`src/rtl/fetch_seq_ctrl_pkg.sv`:
```
// Shared definitions for the halfword fetch sequencer: FSM state encoding
// and the halfword step applied per assembled instruction length.
package fetch_pkg;

    typedef enum logic [2:0] {
        ST_INIT  = 3'd0,
        ST_FETCH = 3'd1,
        ST_STALL = 3'd2,
        ST_FLUSH = 3'd3,
        ST_HALT  = 3'd4
    } fetch_state_e;

    localparam int HW_STEP16 = 1;
    localparam int HW_STEP32 = 2;

    function automatic int hw_step(input logic len16);
        return len16 ? HW_STEP16 : HW_STEP32;
    endfunction

endpackage

```
`src/rtl/fetch_seq_ctrl_if.sv`:
```
// Handshake bundle between the fetch sequencer (master) and the
// branch/decode + inst_fetch/instruction-memory environment (slave).
interface fetch_seq_ctrl_if #(
    parameter int ADDR_WIDTH = 6
);

    logic                  stall;
    logic                  redir_valid;
    logic [ADDR_WIDTH-1:0] redir_addr;
    logic                  asm_valid;
    logic                  asm_len16;
    logic [ADDR_WIDTH-1:0] mem_addr;
    logic                  mem_en;
    logic                  asm_hold;
    logic                  asm_flush;
    logic [ADDR_WIDTH-1:0] inst_pc;
    logic                  inst_pc_valid;
    logic                  halted;

    modport master (
        input  stall,
        input  redir_valid,
        input  redir_addr,
        input  asm_valid,
        input  asm_len16,
        output mem_addr,
        output mem_en,
        output asm_hold,
        output asm_flush,
        output inst_pc,
        output inst_pc_valid,
        output halted
    );

    modport slave (
        output stall,
        output redir_valid,
        output redir_addr,
        output asm_valid,
        output asm_len16,
        input  mem_addr,
        input  mem_en,
        input  asm_hold,
        input  asm_flush,
        input  inst_pc,
        input  inst_pc_valid,
        input  halted
    );

endinterface

```
`src/rtl/fetch_seq_ctrl_pc_track.sv`:
```
// Start-PC tracker: holds the halfword address of the instruction the
// assembler is currently building and gates its valid into inst_pc_valid.
module fetch_pc_track
    import fetch_pkg::*;
#(
    parameter int ADDR_WIDTH = 6,
    parameter int RESET_ADDR = 0
) (
    input  logic                  clk,
    input  logic                  rst,
    input  logic                  track_en,
    input  logic                  asm_valid,
    input  logic                  asm_len16,
    input  logic                  load,
    input  logic [ADDR_WIDTH-1:0] load_addr,
    output logic [ADDR_WIDTH-1:0] inst_pc,
    output logic                  inst_pc_valid
);

    logic [ADDR_WIDTH-1:0] start_pc;
    logic [ADDR_WIDTH-1:0] step;

    assign step          = ADDR_WIDTH'(hw_step(asm_len16));
    assign inst_pc       = start_pc;
    assign inst_pc_valid = asm_valid & track_en;

    // A redirect wins over an instruction completing in the same cycle:
    // that instruction is still reported at the old start_pc.
    always_ff @(posedge clk) begin
        if (rst) begin
            start_pc <= ADDR_WIDTH'(RESET_ADDR);
        end else if (load) begin
            start_pc <= load_addr;
        end else if (inst_pc_valid) begin
            start_pc <= start_pc + step;
        end
    end

endmodule

```
`src/rtl/fetch_seq_ctrl.sv`:
```
// Halfword fetch sequencer: FSM, memory address counter and assembler control.
// Optional macro FETCH_SEQ_PERF_CNT_EN adds saturating instruction/stall counters.
module fetch_seq_ctrl
    import fetch_pkg::*;
#(
    parameter int ADDR_WIDTH = 6,
    parameter int RESET_ADDR = 0,
    parameter int END_ADDR   = 36
) (
    input  logic             clk,
    input  logic             rst,
    fetch_seq_ctrl_if.master bus
`ifdef FETCH_SEQ_PERF_CNT_EN
    ,
    output logic [15:0]      perf_inst_cnt,
    output logic [15:0]      perf_stall_cnt
`endif
);

    localparam logic [ADDR_WIDTH-1:0] RESET_A = ADDR_WIDTH'(RESET_ADDR);
    localparam logic [ADDR_WIDTH-1:0] END_A   = ADDR_WIDTH'(END_ADDR);

    fetch_state_e          state;
    fetch_state_e          state_next;
    logic [ADDR_WIDTH-1:0] mem_addr_q;
    logic [ADDR_WIDTH-1:0] addr_next;
    logic                  mem_en;
    logic                  asm_hold;
    logic                  asm_flush;
    logic                  halted;
    logic                  redir_take;
    logic                  track_en;
    logic                  inst_pc_valid;
    logic [ADDR_WIDTH-1:0] inst_pc;

    always_ff @(posedge clk) begin
        if (rst) begin
            state      <= ST_INIT;
            mem_addr_q <= RESET_A;
        end else begin
            state      <= state_next;
            mem_addr_q <= addr_next;
        end
    end

    // Priority inside each state: redirect, then program end, then stall.
    always_comb begin
        state_next = state;
        addr_next  = mem_addr_q;
        mem_en     = 1'b0;
        asm_hold   = 1'b1;
        asm_flush  = 1'b0;
        halted     = 1'b0;
        redir_take = 1'b0;

        case (state)
            ST_INIT: begin
                asm_flush  = 1'b1;
                state_next = ST_FETCH;
            end

            ST_FETCH: begin
                asm_hold = 1'b0;
                mem_en   = ~bus.stall;
                if (bus.redir_valid) begin
                    redir_take = 1'b1;
                end else if (mem_en && (mem_addr_q == END_A)) begin
                    state_next = ST_HALT;
                end else if (bus.stall) begin
                    state_next = ST_STALL;
                end else begin
                    addr_next = mem_addr_q + ADDR_WIDTH'(1);
                end
            end

            ST_STALL: begin
                if (bus.redir_valid) begin
                    redir_take = 1'b1;
                end else if (!bus.stall) begin
                    state_next = ST_FETCH;
                end
            end

            ST_FLUSH: begin
                asm_flush = 1'b1;
                asm_hold  = 1'b0;
                if (bus.redir_valid) begin
                    redir_take = 1'b1;
                end else if (bus.stall) begin
                    state_next = ST_STALL;
                end else begin
                    state_next = ST_FETCH;
                end
            end

            ST_HALT: begin
                halted = 1'b1;
            end

            default: begin
                state_next = ST_INIT;
            end
        endcase

        if (redir_take) begin
            addr_next  = bus.redir_addr;
            state_next = ST_FLUSH;
        end
    end

    // Instructions are only reported while the assembler is live; the
    // FLUSH cycle swallows whatever it produces.
    assign track_en = (state == ST_FETCH) || (state == ST_STALL);

    fetch_pc_track #(
        .ADDR_WIDTH (ADDR_WIDTH),
        .RESET_ADDR (RESET_ADDR)
    ) u_pc_track (
        .clk           (clk),
        .rst           (rst),
        .track_en      (track_en),
        .asm_valid     (bus.asm_valid),
        .asm_len16     (bus.asm_len16),
        .load          (redir_take),
        .load_addr     (bus.redir_addr),
        .inst_pc       (inst_pc),
        .inst_pc_valid (inst_pc_valid)
    );

    assign bus.mem_addr      = mem_addr_q;
    assign bus.mem_en        = mem_en;
    assign bus.asm_hold      = asm_hold;
    assign bus.asm_flush     = asm_flush;
    assign bus.halted        = halted;
    assign bus.inst_pc       = inst_pc;
    assign bus.inst_pc_valid = inst_pc_valid;

`ifdef FETCH_SEQ_PERF_CNT_EN
    always_ff @(posedge clk) begin
        if (rst) begin
            perf_inst_cnt  <= 16'h0000;
            perf_stall_cnt <= 16'h0000;
        end else begin
            if (inst_pc_valid && (perf_inst_cnt != 16'hFFFF)) begin
                perf_inst_cnt <= perf_inst_cnt + 16'h0001;
            end
            if ((state == ST_STALL) && (perf_stall_cnt != 16'hFFFF)) begin
                perf_stall_cnt <= perf_stall_cnt + 16'h0001;
            end
        end
    end
`endif

endmodule

```
`src/flat_wrapper.sv`:
```
// flat-port wrapper written by rule: the top's interface ports become plain ports
module fetch_seq_ctrl_flat import fetch_pkg::*;
#(
    parameter int ADDR_WIDTH = 6,
    parameter int RESET_ADDR = 0,
    parameter int END_ADDR   = 36
)
  (clk, rst, bus_stall, bus_redir_valid, bus_redir_addr, bus_asm_valid, bus_asm_len16, bus_mem_addr, bus_mem_en, bus_asm_hold, bus_asm_flush, bus_inst_pc, bus_inst_pc_valid, bus_halted);
  fetch_seq_ctrl_if #(.ADDR_WIDTH(ADDR_WIDTH)) bus_i ();
  input  logic clk;
  input  logic rst;
  input wire logic [$bits(bus_i.stall)-1:0] bus_stall;
  input wire logic [$bits(bus_i.redir_valid)-1:0] bus_redir_valid;
  input wire logic [$bits(bus_i.redir_addr)-1:0] bus_redir_addr;
  input wire logic [$bits(bus_i.asm_valid)-1:0] bus_asm_valid;
  input wire logic [$bits(bus_i.asm_len16)-1:0] bus_asm_len16;
  output wire logic [$bits(bus_i.mem_addr)-1:0] bus_mem_addr;
  output wire logic [$bits(bus_i.mem_en)-1:0] bus_mem_en;
  output wire logic [$bits(bus_i.asm_hold)-1:0] bus_asm_hold;
  output wire logic [$bits(bus_i.asm_flush)-1:0] bus_asm_flush;
  output wire logic [$bits(bus_i.inst_pc)-1:0] bus_inst_pc;
  output wire logic [$bits(bus_i.inst_pc_valid)-1:0] bus_inst_pc_valid;
  output wire logic [$bits(bus_i.halted)-1:0] bus_halted;
  assign bus_i.stall = bus_stall;
  assign bus_i.redir_valid = bus_redir_valid;
  assign bus_i.redir_addr = bus_redir_addr;
  assign bus_i.asm_valid = bus_asm_valid;
  assign bus_i.asm_len16 = bus_asm_len16;
  assign bus_mem_addr = bus_i.mem_addr;
  assign bus_mem_en = bus_i.mem_en;
  assign bus_asm_hold = bus_i.asm_hold;
  assign bus_asm_flush = bus_i.asm_flush;
  assign bus_inst_pc = bus_i.inst_pc;
  assign bus_inst_pc_valid = bus_i.inst_pc_valid;
  assign bus_halted = bus_i.halted;
  fetch_seq_ctrl #(.ADDR_WIDTH(ADDR_WIDTH), .RESET_ADDR(RESET_ADDR), .END_ADDR(END_ADDR)) u_core (.clk(clk), .rst(rst), .bus(bus_i));
endmodule
```
`config.mk`:
```
export PLATFORM = sky130hd
export DESIGN_NAME = fetch_seq_ctrl_flat
export DESIGN_NICKNAME = d
export VERILOG_FILES = /design/src/rtl/fetch_seq_ctrl_pkg.sv /design/src/rtl/fetch_seq_ctrl_if.sv /design/src/rtl/fetch_seq_ctrl_pc_track.sv /design/src/rtl/fetch_seq_ctrl.sv /design/src/flat_wrapper.sv
export SDC_FILE = /design/constraint.sdc
export NUM_CORES = 1
export LEC_CHECK = 0
export BUFFER_PORTS_ARGS = -buffer_cell sky130_fd_sc_hd__buf_2
export CORE_ASPECT_RATIO = 1.2
export CORE_MARGIN = 2
export CORE_UTILIZATION = 52
export CTS_BUF_LIST = sky130_fd_sc_hd__clkbuf_2 sky130_fd_sc_hd__clkbuf_4 sky130_fd_sc_hd__clkbuf_8
export DETAILED_ROUTE_END_ITERATION = 10
export GPL_ROUTABILITY_DRIVEN = 0
export PLACE_DENSITY = 0.87
export SLEW_MARGIN = 20
export SYNTH_ARGS = -nofsm -noshare
export SYNTH_HDL_FRONTEND = slang
export SYNTH_HIERARCHICAL = 1
export SYNTH_SLANG_ARGS = --single-unit
```
`constraint.sdc`:
```
create_clock -name clk -period 2.25 [get_ports clk]
set_input_delay 0.3375 -clock clk [delete_from_list [all_inputs] [get_ports clk]]
set_output_delay 0.3375 -clock clk [all_outputs]
set_load 0.02 [all_outputs]
```
# --- After elaboration in Yosys (flattened, before gate mapping) ---
# Index checks and enable logic that the tools add are counted.
op_classes:
  n_addsub: 2
  bitwise: 3
  n_reduce_logical: 12
  n_eq_ne: 19
  muxes: 23
ops:
  columns: ["cell", "count"]
  rows:
  - ["6-bit 2-to-1 mux", 7]
  - ["3-bit 2-to-1 mux", 6]
  - ["3-bit by 2-bit != test with 1-bit output, second input constant", 5]
  - ["3-bit case mux with 5 select lines", 1]
  - ["6-bit AND reduction", 2]
  - ["2-bit by 1-bit != test with 1-bit output, second input constant", 4]
  - ["2-bit != test, second input constant", 4]
  - ["6-bit by 1-bit adder with 6-bit output, second input constant", 1]
  - ["6-bit adder", 1]
  - ["3-bit by 2-bit == test with 1-bit output, second input constant", 2]
  - ["6-bit == test, second input constant", 1]
  - ["1-bit 2-to-1 mux", 6]
  - ["2-bit 2-to-1 mux", 3]
  - ["2-bit OR reduction", 3]
  - ["4-bit by 2-bit != test with 1-bit output, second input constant", 1]
  - ["4-bit AND reduction", 1]
  - ["2-bit nonzero test", 2]
  - ["3-bit by 1-bit == test with 1-bit output, second input constant", 1]
  - ["3-bit == test, second input constant", 1]
  - ["3-bit logical NOT", 1]
  - ["3-bit OR reduction", 1]
  - ["1-bit NOT", 2]
  - ["1-bit AND", 1]
  - ["1-bit logical AND", 1]
  - ["1-bit logical OR", 1]
totals:
  input_bits: 12
  output_inout_bits: 17
  register_bits: 15
  word_cells: 63

# --- Logic depth before layout (Yosys ltp) ---
depth:
  depth_word: 6
  ltp_mapped: 7
  depth_no_buf: 6

# --- Hierarchy ---
# Netlist, hierarchy kept.
modules_own_cells:
  columns: ["module", "seq_area_each_um2", "area_each_um2", "cells_per_inst", "n_inst"]
  rows:
  - ["fetch_seq_ctrl", 180.2, 593.1, 71, 1]
  - ["fetch_pc_track", 120.1, 362.8, 45, 1]

# --- Worst setup path before layout ---
# Ideal clock, no wire load.
synth_path:
  kind: "register -> register"
  start: "register u_core.mem_addr_q[0], in the netlist u_core/bus.mem_addr[0]"
  end: "register u_core.mem_addr_q[1], in the netlist u_core/bus.mem_addr[1]"
  synth_period_minus_slack_ns: 1.779
  required_ns: 2.147
  n_path_buf: 0
  arrival_ns: 1.675
  setup_time_ns: 0.103
  stages_incl_launch_ff: 7
  setup_slack_ns: 0.471
  path_cell_list: "dfxtp_1 > inv_1 > ha_1 > and4bb_2 > a211oi_4 > nor3_1 > a2111oi_2"
synth_between:
  elab_chain_cells: 6
synth_lines:
  columns: ["item", "line", "text"]
  rows:
  - ["start: declaration", "fetch_seq_ctrl.sv:25", "logic [ADDR_WIDTH-1:0] mem_addr_q;"]
  - ["start signal: assignment", "fetch_seq_ctrl.sv:42", "mem_addr_q <= addr_next;"]
  - ["6-bit by 1-bit adder with 6-bit output", "fetch_seq_ctrl.sv:72", "addr_next = mem_addr_q + ADDR_WIDTH'(1);"]
  - ["6-bit 2-to-1 mux", "fetch_seq_ctrl.sv:69", "end else if (bus.stall) begin"]
  - ["6-bit 2-to-1 mux", "fetch_seq_ctrl.sv:67", "end else if (mem_en && (mem_addr_q == END_A)) begin"]
  - ["6-bit 2-to-1 mux", "fetch_seq_ctrl.sv:65", "if (bus.redir_valid) begin"]
  - ["6-bit 2-to-1 mux", "fetch_seq_ctrl.sv:56", "case (state)"]
  - ["6-bit 2-to-1 mux", "fetch_seq_ctrl.sv:105", "if (redir_take) begin"]
# Parallel ways exist; a longest one is shown, timed or not. The select of a mux whose other input is x is not followed.
# A chain may end at the register's enable or synchronous reset.

# --- Final worst setup path ---
layout_path:
  start: "register u_core.state[1]"
  end: "output bus_inst_pc_valid"
layout_between:
  elab_chain_cells: 3
layout_lines:
  columns: ["item", "line", "text"]
  rows:
  - ["start: declaration", "fetch_seq_ctrl.sv:23", "fetch_state_e state;"]
  - ["start signal: assignment", "fetch_seq_ctrl.sv:41", "state <= state_next;"]
  - ["3-bit by 1-bit == test with 1-bit output / 3-bit by 2-bit == test with 1-bit output (equally long branches)", "fetch_seq_ctrl.sv:113", "assign track_en = (state == ST_FETCH) || (state == ST_STALL);"]
  - ["1-bit logical OR *", "fetch_seq_ctrl.sv:113", null]
  - ["net u_core.track_en", "fetch_seq_ctrl.sv:32", "logic track_en;"]
  - ["1-bit AND *", "fetch_seq_ctrl_pc_track.sv:25", "assign inst_pc_valid = asm_valid & track_en;"]
  - ["end: declaration", "flat_wrapper.sv:22", "output wire logic [$bits(bus_i.inst_pc_valid)-1:0] bus_inst_pc_valid;"]
# The timed path passes the listed nets; every way through them passes the cells marked *.

==> impl_metrics.py <==
metrics = {
    "run_status": {
        "status": "completed",
    },
    "grt": {
        "overflow": 0,
        "grt_pass1_vias": 799,
        "antenna_found_initial": 0,
        "grt_max_degree": 19,
        "grtUsageTotal": 0.206,
        "grt_pass1_wl_mm": 3.52,
    },
    "sta": {
        "whs_ns": 0.320,
        "clock_skew_ns": 0.00238,
        "tns_ns": 0,
        "relSlewSlack": 0.779,
        "fmax_mhz": 536,
        "worst_slew_pin_slew_ns": 0.332,
        "final-hold-violation-count": 0,
        "slew_viol_final": 0,
        "fin_crit_ns": 1.87,
        "setup_viol": 0,
        "setup_slack_ns": 0.384,
        "post-route-period-util": 0.829,
        "rsz0062_at_grt": "no",
    },
    "floorplanning": {
        "ios": 29,
        "dieArea_um2": 2200,
        "die_x_um": 43.1,
        "die_y_um": 51.0,
        "coreArea_um2": 1790,
        "rows": 17,
        "initial_utilization": 0.535,
    },
    "min_path": {
        "holdPathEnd": "u_core/bus.mem_addr[3]",
        "min_delay_path_depth": 3,
        "min_path_type": "in -> reg",
        "hold_start": "bus_redir_addr[3]",
    },
    "placed_design": {
        "place_inst": 157,
        "dpl.hpwl_mm": 1.58,
        "place_ws_ns": 0.418,
        "port_buffers": 28,
    },
    "setup_path": {
        "cp-start-kind": "flop",
        "slowest_delay_ns": 0.43,
        "path_cells": "xnor2_1, nor2_1, nand2_1, inv_1, buf_2",
        "cp_slowest_cell": "dfxtp_1",
        "end_kind": "output pin",
        "path_buf_inv": 2,
        "worst_ep_arrival_time_ns": 1.53,
        "rrSetupSlack_ns": 0.48,
        "rr_worst_depth": 6,
        "cpLargestDelayFamily": "flip-flops",
        "regToRegEndpoint": "u_core/bus.mem_addr[1]",
        "startpoint": "u_core/state[1]",
        "critical_path.max_fanout": 5,
        "reg2reg_from": "u_core/bus.mem_addr[0]",
        "critPathKind": "reg -> out",
        "worst_ep_required_time_ns": 1.91,
    },
    "final_layout": {
        "final_cells": 161,
        "antennaDiodeCount": 0,
        "final_cell_mix": "buf_2, nor2_1, dfxtp_1, nor3_1",
        "drive_gt1_frac": 0.282,
        "nNetsFinal": 160,
        "layout_commonest_cell": "buf_2",
        "area.growth.synth_to_final_pct": 17.3,
    },
    "route": {
        "postRouteAntennaNets": 0,
        "wl_mm": 2.09,
        "wire_per_inst_um": 13.0,
        "top_layer_used": "met4",
        "dr.first_iter.drc_count": 13,
        "via_count": 898,
        "vias_per_cell": 5.58,
        "first_pass_iters": 4,
        "wl_met2_mm": 1.06,
        "dr_wl_met3_um": 73,
        "drcViolationCount": 0,
        "wl_met1_um": 943,
    },
    "clocking": {
        "hold_buffers": 0,
        "root_buffer": "clkbuf_4",
        "cts_buffer_depth": 2,
        "numCtsBuffers": 3,
        "path_clk_slew_ns": 0.09,
        "cts_tree": "yes",
        "post_cts_buffers": 0,
        "htree_levels": 1,
        "clock-sinks": 15,
        "post_cts_resized": 0,
        "clk_latency_ns": 0.27,
    },
    "pwr": {
        "totalPowerFinal_uw": 663,
        "cellPowerDensity_nw_per_um2": 592,
        "ir_drop_uv": 341,
        "cellLeakagePower_nw": 0.476,
    },
    "yosys": {
        "syn_inst": 116,
        "seq_area_frac_synth": 0.314,
        "syn_area_per_cell_um2": 8.24,
        "synth_warnings": 6,
        "yosysUniqueCellTypes": 42,
        "synth_nets": 133,
        "netlist_area_um2": 956,
        "synth-seq-cells": 15,
    },
    "flow_run": {
        "maxCapViolCount": 0,
    },
}
metal layers:
metal,global-route usage,vias to the layer above
li1,-,463
met2,0.353,16
met4,0.0606,0
met3,0.0424,2
met5,0,-
met1,0.258,417
sequential cells by signal (all words and copies together), names as in the netlist:
signal,count
u_core/state,3
u_core/bus.mem_addr,6
u_core/u_pc_track/inst_pc,6
kinds of logic (layout without fill, tap and decap cells):
kind of cell,count (synthesis),in the layout,synth area share
adders and majority gates,5,5,0.0733
xor gates and xnor gates,5,5,0.0458
DFF,15,15,0.314
AOI/OAI and AO/OA,20,20,0.183
muxes,1,1,0.0105
buffers and inverters,17,43,0.0772
and+or+nand+nor,53,53,0.296
how the worst max path moves through the flow:
stage	cells past startpoint	slack, ns	endpoint
detailed placement	5	0.42	u_core/bus.mem_addr[1]
floorplan	6	0.47	u_core/bus.mem_addr[1]
CTS	5	0.38	bus_inst_pc_valid
finish	5	0.38	bus_inst_pc_valid
global placement	5	0.48	u_core/bus.mem_addr[2]
global route	5	0.24	bus_inst_pc_valid
where the power goes:
| group | internal [mW] | switching [mW] |
|---|---|---|
| clock | 0.0806 | 0.0806 |
| sequential | 0.288 | 0.0280 |
| combinational | 0.0716 | 0.114 |
| total | 0.440 | 0.223 |
Yosys cell counts, drive strengths merged:
| master | instances | area (um2) |
|---|---|---|
| a2111oi | 2 | 25.0 |
| nand3 | 5 | 30.0 |
| or2b | 1 | 7.51 |
| a211oi | 5 | 55.1 |
| or3b | 2 | 17.5 |
| inv | 9 | 33.8 |
| nor2 | 16 | 60.1 |
| nor3b | 1 | 7.51 |
| clkinv | 1 | 3.75 |
| nor4b | 1 | 8.76 |
| buf | 3 | 21.3 |
| or2 | 1 | 6.26 |
| xnor2 | 4 | 35.0 |
| nand3b | 1 | 7.51 |
| o31a | 1 | 8.76 |
| nor4 | 2 | 18.8 |
| a21oi | 2 | 10.0 |
| mux2i | 1 | 10.0 |
| a311oi | 4 | 35.0 |
| a31oi | 1 | 6.26 |
| ha | 4 | 50.1 |
| and2 | 1 | 6.26 |
| nand2 | 8 | 30.0 |
| fa | 1 | 20.0 |
| xor2 | 1 | 8.76 |
| a211o | 1 | 8.76 |
| o31ai | 1 | 7.51 |
| clkbuf | 4 | 15.0 |
| dfxtp | 15 | 300 |
| and4bb | 1 | 12.5 |
| nor2b | 1 | 6.26 |
| o21ai | 2 | 10.0 |
| a32oi | 1 | 8.76 |
| or3 | 3 | 18.8 |
| nor3 | 9 | 45.0 |
area by class of cell:
| cell class | count | area (um2) |
|---|---|---|
| tap | 19 | 23.8 |
| inverter | 10 | 37.5 |
| clock buffer | 4 | 30.0 |
| sequential | 15 | 300 |
| fill | 163 | 666 |
| multi-input combinational | 84 | 582 |
| timing repair buffer | 29 | 148 |
stage by stage:
stage	area, um2	utilization
2_1_floorplan	956	-
3_3_place_gp	1090	0.611
3_5_place_dp	1090	0.611
4_1_cts	1120	0.627
5_1_grt	1120	0.627
6_report	1120	0.627
tightest hold or removal path, stage by stage:
cell      delay [ns]
buf_2           0.09
nand3b_1        0.07
o31ai_1         0.06
Note: power is estimated with default switching activity, not from simulation.
